`config.mk`:
```
export PLATFORM = sky130hd
export DESIGN_NAME = pwm_channel_flat
export DESIGN_NICKNAME = d
export VERILOG_FILES = /design/src/rtl/pwm_pkg.sv /design/src/rtl/pwm_channel_if.sv /design/src/rtl/pwm_shadow_reg.sv /design/src/rtl/pwm_channel.sv /design/src/flat_wrapper.sv
export SDC_FILE = /design/constraint.sdc
export NUM_CORES = 1
export LEC_CHECK = 0
export CORE_MARGIN = 2
export CORE_UTILIZATION = 50
export DETAILED_ROUTE_END_ITERATION = 10
export PLACE_DENSITY = 0.8
export SLEW_MARGIN = 20
export SYNTH_ARGS = -nofsm -noshare
export SYNTH_HDL_FRONTEND = slang
export SYNTH_HIERARCHICAL = 1
export SYNTH_SLANG_ARGS = --single-unit
export TNS_END_PERCENT = 30
```
`constraint.sdc`:
```
create_clock -name clk -period 2.48 [get_ports clk]
set_input_delay 0.248 -clock clk [delete_from_list [all_inputs] [get_ports clk]]
set_output_delay 0.248 -clock clk [all_outputs]
set_load 0.05 [all_outputs]
```
`src/rtl/pwm_pkg.sv`:
```
// pwm_pkg: shared constants for the PWM channel.
// Holds the write-select encodings and the default data width.
package pwm_pkg;

  localparam int DEFAULT_WIDTH = 8;

  // Encodings of wr_sel: which shadow register a write targets
  typedef enum logic [1:0] {
    SEL_PERIOD = 2'd0,
    SEL_DUTY   = 2'd1,
    SEL_POL    = 2'd2,
    SEL_RSVD   = 2'd3
  } wr_sel_e;

endpackage

```
`src/rtl/pwm_channel_if.sv`:
```
// pwm_channel_if: control and status bundle of one PWM channel.
// The master drives the count enable and register writes. The slave (the channel)
// returns the PWM output and its status flags.
interface pwm_channel_if #(
  parameter int WIDTH = pwm_pkg::DEFAULT_WIDTH
);

  logic             tick;
  logic             enable;
  logic             wr;
  logic [1:0]       wr_sel;
  logic [WIDTH-1:0] wr_data;
  logic             pwm_out;
  logic             period_end;
  logic             update_pending;

  modport master (
    output tick, enable, wr, wr_sel, wr_data,
    input  pwm_out, period_end, update_pending
  );

  modport slave (
    input  tick, enable, wr, wr_sel, wr_data,
    output pwm_out, period_end, update_pending
  );

endinterface

```
`src/rtl/pwm_shadow_reg.sv`:
```
// pwm_shadow_reg: one double-buffered register field.
// Writes land in the shadow copy. The active copy is reloaded on i_load.
// A write in the same cycle as i_load passes straight through to the active copy.
// o_pending marks a write that has not yet reached the active copy.
module pwm_shadow_reg #(
  parameter int             W       = 8,
  parameter logic [W-1:0]   RST_VAL = '0
) (
  input  logic         clk,
  input  logic         rst,
  input  logic         i_wr,
  input  logic [W-1:0] i_data,
  input  logic         i_load,
  output logic [W-1:0] o_active,
  output logic         o_pending
);

  logic [W-1:0] r_shadow;
  logic [W-1:0] r_active;
  logic         r_pending;

  // Capture writes into the shadow, transfer to active on load (write-through on collision)
  always_ff @(posedge clk or posedge rst) begin
    if (rst) begin
      r_shadow  <= RST_VAL;
      r_active  <= RST_VAL;
      r_pending <= 1'b0;
    end else begin
      if (i_wr) begin
        r_shadow <= i_data;
      end
      if (i_load) begin
        r_active  <= i_wr ? i_data : r_shadow;
        r_pending <= 1'b0;
      end else if (i_wr) begin
        r_pending <= 1'b1;
      end
    end
  end

  assign o_active  = r_active;
  assign o_pending = r_pending;

endmodule

```
`src/rtl/pwm_channel.sv`:
```
// pwm_channel: single PWM channel with double-buffered period, duty and
// (optionally) polarity. Shadow values take effect at the counter wrap,
// or at once while the channel is disabled.
// Optional feature: define PWM_POLARITY_EN to add a writable output polarity.
module pwm_channel
  import pwm_pkg::*;
#(
  parameter int WIDTH = DEFAULT_WIDTH
) (
  input  logic          clk,
  input  logic          rst,
  pwm_channel_if.slave  bus
);

  logic [WIDTH-1:0] r_cnt;
  logic             r_pwm_out;
  logic             r_period_end;

  logic             w_advance;
  logic             w_wrap;
  logic             w_load;
  logic             w_wr_period;
  logic             w_wr_duty;
  logic [WIDTH-1:0] w_period_act;
  logic [WIDTH-1:0] w_duty_act;
  logic             w_pol_act;
  logic             w_pend_period;
  logic             w_pend_duty;
  logic             w_pend_pol;

  // The counter only moves on an enabled tick. Active registers reload at a wrap
  // and track their shadows continuously while the channel is disabled.
  assign w_advance   = bus.tick & bus.enable;
  assign w_wrap      = w_advance & (r_cnt == w_period_act);
  assign w_load      = w_wrap | ~bus.enable;
  assign w_wr_period = bus.wr & (bus.wr_sel == SEL_PERIOD);
  assign w_wr_duty   = bus.wr & (bus.wr_sel == SEL_DUTY);

  pwm_shadow_reg #(
    .W       (WIDTH),
    .RST_VAL ('1)
  ) u_period (
    .clk       (clk),
    .rst       (rst),
    .i_wr      (w_wr_period),
    .i_data    (bus.wr_data),
    .i_load    (w_load),
    .o_active  (w_period_act),
    .o_pending (w_pend_period)
  );

  pwm_shadow_reg #(
    .W       (WIDTH),
    .RST_VAL ('0)
  ) u_duty (
    .clk       (clk),
    .rst       (rst),
    .i_wr      (w_wr_duty),
    .i_data    (bus.wr_data),
    .i_load    (w_load),
    .o_active  (w_duty_act),
    .o_pending (w_pend_duty)
  );

`ifdef PWM_POLARITY_EN
  logic       w_wr_pol;
  logic [0:0] w_pol_vec;

  assign w_wr_pol = bus.wr & (bus.wr_sel == SEL_POL);

  pwm_shadow_reg #(
    .W       (1),
    .RST_VAL (1'b0)
  ) u_pol (
    .clk       (clk),
    .rst       (rst),
    .i_wr      (w_wr_pol),
    .i_data    (bus.wr_data[0]),
    .i_load    (w_load),
    .o_active  (w_pol_vec),
    .o_pending (w_pend_pol)
  );

  assign w_pol_act = w_pol_vec[0];
`else
  // Without polarity support, wr_sel=2 is ignored like the reserved code
  assign w_pol_act  = 1'b0;
  assign w_pend_pol = 1'b0;
`endif

  // Counter: held at zero while disabled, wraps to zero after reaching the active period
  always_ff @(posedge clk or posedge rst) begin
    if (rst) begin
      r_cnt <= '0;
    end else if (!bus.enable) begin
      r_cnt <= '0;
    end else if (w_advance) begin
      r_cnt <= w_wrap ? '0 : r_cnt + WIDTH'(1);
    end
  end

  // Registered outputs: compare against the active duty and pulse period_end after a wrap.
  // A duty above the period is always greater than the count, so the output stays high.
  always_ff @(posedge clk or posedge rst) begin
    if (rst) begin
      r_pwm_out    <= 1'b0;
      r_period_end <= 1'b0;
    end else begin
      r_pwm_out    <= bus.enable & ((r_cnt < w_duty_act) ^ w_pol_act);
      r_period_end <= w_wrap;
    end
  end

  assign bus.pwm_out        = r_pwm_out;
  assign bus.period_end     = r_period_end;
  assign bus.update_pending = w_pend_period | w_pend_duty | w_pend_pol;

endmodule

```
`src/flat_wrapper.sv`:
```
// flat-port wrapper written by rule: the top's interface ports become plain ports
module pwm_channel_flat import pwm_pkg::*;
#(
  parameter int WIDTH = DEFAULT_WIDTH
)
  (clk, rst, bus_tick, bus_enable, bus_wr, bus_wr_sel, bus_wr_data, bus_pwm_out, bus_period_end, bus_update_pending);
  pwm_channel_if #(.WIDTH(WIDTH)) bus_i ();
  input  logic clk;
  input  logic rst;
  input wire logic [$bits(bus_i.tick)-1:0] bus_tick;
  input wire logic [$bits(bus_i.enable)-1:0] bus_enable;
  input wire logic [$bits(bus_i.wr)-1:0] bus_wr;
  input wire logic [$bits(bus_i.wr_sel)-1:0] bus_wr_sel;
  input wire logic [$bits(bus_i.wr_data)-1:0] bus_wr_data;
  output wire logic [$bits(bus_i.pwm_out)-1:0] bus_pwm_out;
  output wire logic [$bits(bus_i.period_end)-1:0] bus_period_end;
  output wire logic [$bits(bus_i.update_pending)-1:0] bus_update_pending;
  assign bus_i.tick = bus_tick;
  assign bus_i.enable = bus_enable;
  assign bus_i.wr = bus_wr;
  assign bus_i.wr_sel = bus_wr_sel;
  assign bus_i.wr_data = bus_wr_data;
  assign bus_pwm_out = bus_i.pwm_out;
  assign bus_period_end = bus_i.period_end;
  assign bus_update_pending = bus_i.update_pending;
  pwm_channel #(.WIDTH(WIDTH)) u_core (.clk(clk), .rst(rst), .bus(bus_i));
endmodule
```
==> run metrics, run 1 <==
status=finished, final reports clean; Yosys top cell by area=dfrtp_1; DR pass1 iterations=4; antenna viol nets, final=0; Fmax=506 MHz; multi-input logic area=988 sq um; share of cells above drive strength 1=0.348; Setup CP Type=reg -> reg; CTS sink cnt=44; FP Rows=23; Port Buffers=17; FF+latch count, synth=44; HP Class=in -> async; Avg WL per Cell=17.3 microns; VDD IR-drop max=507 uV; largest net degree at the start of global routing=19; Worst R2R Start=u_core/r_cnt[5]; flop-to-flop setup slack=0.50 ns; routed wire length=4050 microns; unrepaired setup endpoints after global routing=no; CP delay by family, top=flip-flops; ant diodes=0; CP startpoint=u_core/r_cnt[5]; CP startpoint kind=flip-flop; P_leak=1.14 nW; total of warnings raised by yosys=6; CP endpoint kind=flip-flop; Avg Cell Area, Syn=13.6 sq um; Post-synth EDFFs=0; die area=4900 sq um; Die Y=70.0 microns; Syn Inst Count=160; Synth top cells by count=32 x mux2_4, 28 x dfrtp_1, 16 x dfstp_2; post-CTS setup buffers=0; Clock Pin Slew Worst Setup and Hold Paths=0.08 ns; clk root buf=clkbuf_8; Critical Path RT=2.66 ns; vias per inst=5.44; Data arrival, critical path=2.15 ns; CTS tree=done; worst rel slew slack=0.535; H-tree level count=2; Reg area=1120 sq um; CTS Buffer Depth=2; Top FF cell, synth=dfrtp_1; sequential share of the synthesized area=0.515; fillcell total=308; die width=70.0 microns; max_cap viols=0; nets@finish=206; hold_buf cts=0; Synth top area share=0.322; Post-Synthesis Net Count=183; FF-to-FF path depth=5; max-slew violation count=0; Worst path max stage delay=0.47 ns; slew at the pin with the worst max-slew slack=0.696 ns; Starting Density=0.533; CP Cell Sequence=xnor2_1 -> nand4_1 -> o31ai_4 -> buf_4 -> mux2_4; pre-CTS WS=0.415 ns; clk_skew=0.00763 ns; Buf/Inv on CP=1; Post-route DRC=0; Ports=18; GP Congestion=0.826; DP HPWL=3090 microns; pwr dens=744 nW/um^2; synth top area cells=dfrtp_1 32%, mux2_4 22%, dfstp_2 19%, ha_1 4.6%, xnor2_1 4.0%; post-route setup slack=0.504 ns; minimum clock period=1.98 ns; GRT Total Usage=0.186; Unique masters post-synth=34; Crit-path slowest cell=dfrtp_1; # setup viols final=0; Inserted Clock Buffers=5; Initial DRC Count=77; clock insertion delay at the later pin of the skew report=0.30 ns; R2R Path End=u_core/u_duty/o_active[7]; most common cell in the netlist=mux2_4; first-pass GRT wire length=6970 microns; grt total ovfl=0; Setup Total Neg Slack=0 ns; vias=1,272; area delta synth->final=15.8%; # resized after CTS=0; Mapped Area=2180 sq um; vias in the first global route=1,397; crit path max fanout=18; Hold Fails Final Rpt=0; Tcrit/Tclk final=0.797; Core ar.=4090 sq um; Post-synth ARST share=1.00; antenna violations before repair=0
-- metrics by stage --
| step | util | cell area, sq um | total power [W] | hold WS [ns] | std cells |
|---|---|---|---|---|---|
| after detailed placement | 0.591 | 2410 | 0.00136 | 0.483 | 226 |
| after floorplan | - | 2180 | 0.00125 | 0.0882 | 160 |
| after CTS | 0.617 | 2520 | 0.00190 | 0.318 | 234 |
| final | 0.617 | 2520 | 0.00188 | 0.307 | 234 |
| after global placement | 0.591 | 2410 | 0.00134 | 0.480 | 226 |
| after global routing | 0.617 | 2520 | 0.00197 | 0.367 | 234 |
-- layout by cell type (no fill, tap or decap), drive strengths merged --
cell type / count
o21ai: 3
a2111o: 1
bufinv: 1
nor2: 9
dfstp: 16
xnor2: 10
clkdlybuf4s50: 17
clkbuf: 6
or4: 1
o31ai: 2
nor3: 2
or3: 1
mux2: 32
inv: 13
a21oi: 5
mux2i: 1
xor2: 2
or2: 1
nand3: 6
and3b: 1
and2b: 1
clkinv: 1
and3: 1
ha: 8
a2111oi: 1
nor2b: 1
nand2b: 1
nor4: 1
nor3b: 1
nand4: 3
buf: 3
dfrtp: 28
a31oi: 1
nand2: 3
-- per-layer routing --
layer	track usage	vias up	share of wire
li1	-	601	-
met1	0.248	627	0.45
met2	0.296	33	0.48
met3	0.0375	11	0.036
met4	0.0748	0	0.027
met5	0	-	0
-- flip-flops by register name (all words and copies together) (netlist names) --
register                   count
u_core/u_duty/o_pending        1
u_core/u_period/o_pending      1
u_core/u_period/o_active       8
u_core/bus.pwm_out             1
u_core/u_duty/r_shadow         8
u_core/r_cnt                   8
u_core/u_duty/o_active         8
u_core/bus.period_end          1
u_core/u_period/r_shadow       8
-- where the power goes --
| group | switching (W) | total, W | internal, W |
|---|---|---|---|
| combinational | 0.000155 | 0.000395 | 0.000240 |
| sequential | 0.0000753 | 0.000954 | 0.000879 |
| clock | 0.000229 | 0.000527 | 0.000299 |
| total | 0.000459 | 0.00188 | 0.00142 |
-- how the worst max path moves through the flow --
stage / slack, ns / endpoint / depth (start not counted)
after detailed placement: 0.41 / u_core/u_duty/o_active[7] / 5
after CTS: 0.51 / u_core/u_duty/o_active[7] / 5
final: 0.50 / u_core/u_duty/o_active[7] / 5
after floorplan: 0.55 / u_core/u_duty/o_active[0] / 5
after global placement: 0.47 / u_core/u_duty/o_active[4] / 4
after global routing: 0.40 / u_core/u_duty/o_active[0] / 5
-- cells by family after synthesis --
logic type	share of synthesized area
multiplexers	0.225
buffers and inverters	0.0374
AO/OA/AOI/OAI	0.0425
XOR/XNOR	0.0483
flip-flops	0.515
AND/OR/NAND/NOR	0.0856
adder cells (fa/ha/maj)	0.0460
-- area by class of cell --
cell class	instances	share of cell area
Timing Repair Buffer	20	0.0764
Tap cell	50	0.0248
Sequential cell	44	0.445
Clock buffer	6	0.0288
Inverter	13	0.0194
Clock inverter	2	0.0139
Multi-Input combinational cell	99	0.392
(Power assumes the default switching activity.)
==> run 2, diff against run 1 <==
Clock period 2.48 ns to 2 ns, I/O delays scaled along.
==> run 2 against run 1 <==
Largest power group unchanged; sequential share of layout area fell by 0.97 points; highest routed layer unchanged; register-to-register slack worse by 0.42 ns; combinational power grew 30%.
==> run metrics, run 2 (synthesis results as in run 1) <==
vias=1,308 (+2.8%); GRT Total Usage=0.183 (-0.00287); vias per inst=5.45 (+0.26%); Core ar.=4090 sq um (unchanged); Core Util, Final=0.631 (+0.0138); Int Power=0.00168 W (+18%); clk root buf=clkbuf_8; Post-route DRC=0 (unchanged); Initial DRC Count=81 (+5.2%); unrepaired setup endpoints after global routing=no; Clock Pin Slew Worst Setup and Hold Paths=0.08 ns (about the same); nets@finish=212 (+2.9%); CTS tree=done; CTS Buffer Depth=2 (unchanged); ant diodes=0 (unchanged); multi-input logic area=988 sq um (unchanged); vias in the first global route=1,349 (-3.4%); # setup viols final=0 (unchanged); slew at the pin with the worst max-slew slack=0.697 ns (+0.000753 ns); FP Rows=23 (unchanged); clock group share of total power=0.253 (-0.028); Inserted Clock Buffers=5 (unchanged); max-slew violation count=0 (unchanged); most common cell after layout, fill and taps aside=mux2_4; final hold slack=0.263 ns (-0.0445 ns); CTS sink cnt=44 (unchanged); grt total ovfl=0 (unchanged); fillcell total=317 (+2.9%); area delta synth->final=18.4%; Tcrit/Tclk final=0.956 (+0.160); die width=70.0 microns (unchanged); placed insts=231 (+2.2%); P_leak=1.16 nW (+2.5%); Switching Fraction=0.258 (+0.0138); largest net degree at the start of global routing=22 (+3); Fmax=523 MHz (+3.3%); Die Y=70.0 microns (unchanged); Setup Total Neg Slack=0 ns (unchanged); pwr dens=878 nW/um^2 (+18%); Port Buffers=17 (unchanged); crit path max fanout=21 (+3); CP endpoint kind=flip-flop; most frequent cells in the layout=32 x mux2_4, 28 x dfrtp_1, 17 x clkdlybuf4s50_1, 16 x dfstp_2, 13 x inv_1; die area=4900 sq um (unchanged); antenna viol nets, final=0 (unchanged); Switch Pwr=0.000585 W (+27%); CP startpoint kind=flip-flop; worst rel slew slack=0.535 (about the same); HP Class=in -> async; status=finished, final reports clean; Hold Fails Final Rpt=0 (unchanged); pre-CTS WS=0.0912 ns (-0.323 ns); share of cells above drive strength 1=0.368 (+0.0206); minimum clock period=1.91 ns (-0.0630 ns); Ports=18 (unchanged); first-pass GRT wire length=6920 microns (-0.70%); hold_buf cts=0 (unchanged); clk_skew=0.00516 ns (-0.00246 ns); VDD IR-drop max=559 uV (+10%); max_cap viols=0 (unchanged); GP Congestion=0.827 (+0.15%); DP HPWL=3040 microns (-1.6%); flop-to-flop setup slack=0.09 ns (-0.42 ns); Critical Path RT=2.18 ns (-0.48 ns); clock insertion delay at the later pin of the skew report=0.29 ns (about the same); H-tree level count=2 (unchanged); Starting Density=0.533 (unchanged); Data arrival, critical path=2.09 ns (-0.06 ns); power share of the combinational group=0.227 (+0.017); Reg area=1120 sq um (unchanged); DR pass1 iterations=4 (unchanged); Seq pwr share=0.520 (+0.011); post-route setup slack=0.0872 ns (-0.417 ns); routed wire length=4090 microns (+1.1%); Cell Count, Final, Fillers Out=240 (+2.6%); Avg WL per Cell=17.0 microns (-1.5%); antenna violations before repair=0 (unchanged); Setup CP Type=reg -> reg
## run 2: cell types whose count changed in the layout (fill, tap and decap cells not counted)
cell,change
buf_12,+2
buf_4,+4
bufinv_16,-1
clkbuf_8,+1
clkinv_2,-1
clkinvlp_4,+1
## run 2: area by class of cell
class,count,share of cell area
clock inverter,1,0.00291
sequential,44,0.435
clock buffer,7,0.0335
tap,50,0.0243
multi-input combinational,99,0.383
timing repair buffer,26,0.102
inverter,13,0.0189
## run 2: what timing repair did
item,CTS,global route
setup buffers,0,1
setup endpoints to repair,0,9
resized for setup,0,0
## run 2: path summary, 6_finish.rpt
kind | start | endpoint | cells after the start
setup / recovery | u_core/u_period/o_active[6] | u_core/u_duty/o_active[3] | 5
hold / removal | rst | u_core/bus.pwm_out | 2
setup reg to reg | u_core/u_period/o_active[6] | u_core/u_duty/o_active[3] | 5
min in group clk | u_core/u_duty/r_shadow[6] | u_core/u_duty/r_shadow[6] | 1
hold reg to reg | u_core/u_duty/r_shadow[6] | u_core/u_duty/r_shadow[6] | 1
max in group asynchronous | rst | u_core/u_duty/o_active[2] | 2
## run 2: layer usage
metal  GRT usage  wire, microns
met4      0.0620             35
met3      0.0491            163
met2       0.275           1960
met1       0.256           1930
met5           0              0
## run 2: critical path: stages, from the launching register on
cell and delay (ns):
dfstp_2 0.56, xnor2_1 0.13, nand4_1 0.22, o31ai_4 0.33, buf_12 0.23, mux2_4 0.31
## run 2: metrics by stage
| step | instance area, sq um | power, W |
|---|---|---|
| 2_1_floorplan | 2180 | 0.00154 |
| 3_3_place_gp | 2480 | 0.00167 |
| 3_5_place_dp | 2480 | 0.00170 |
| 4_1_cts | 2570 | 0.00229 |
| 5_1_grt | 2580 | 0.00239 |
| 6_report | 2580 | 0.00226 |
## run 2: power by group through the flow
stage | clock [W] | sequential (W) | combinational [W]
2_1_floorplan | 0 | 0.00117 | 0.000379
3_3_place_gp | 0 | 0.00118 | 0.000490
3_5_place_dp | 0 | 0.00119 | 0.000510
4_1_cts | 0.000593 | 0.00118 | 0.000516
5_1_grt | 0.000639 | 0.00119 | 0.000557
6_report | 0.000572 | 0.00118 | 0.000515
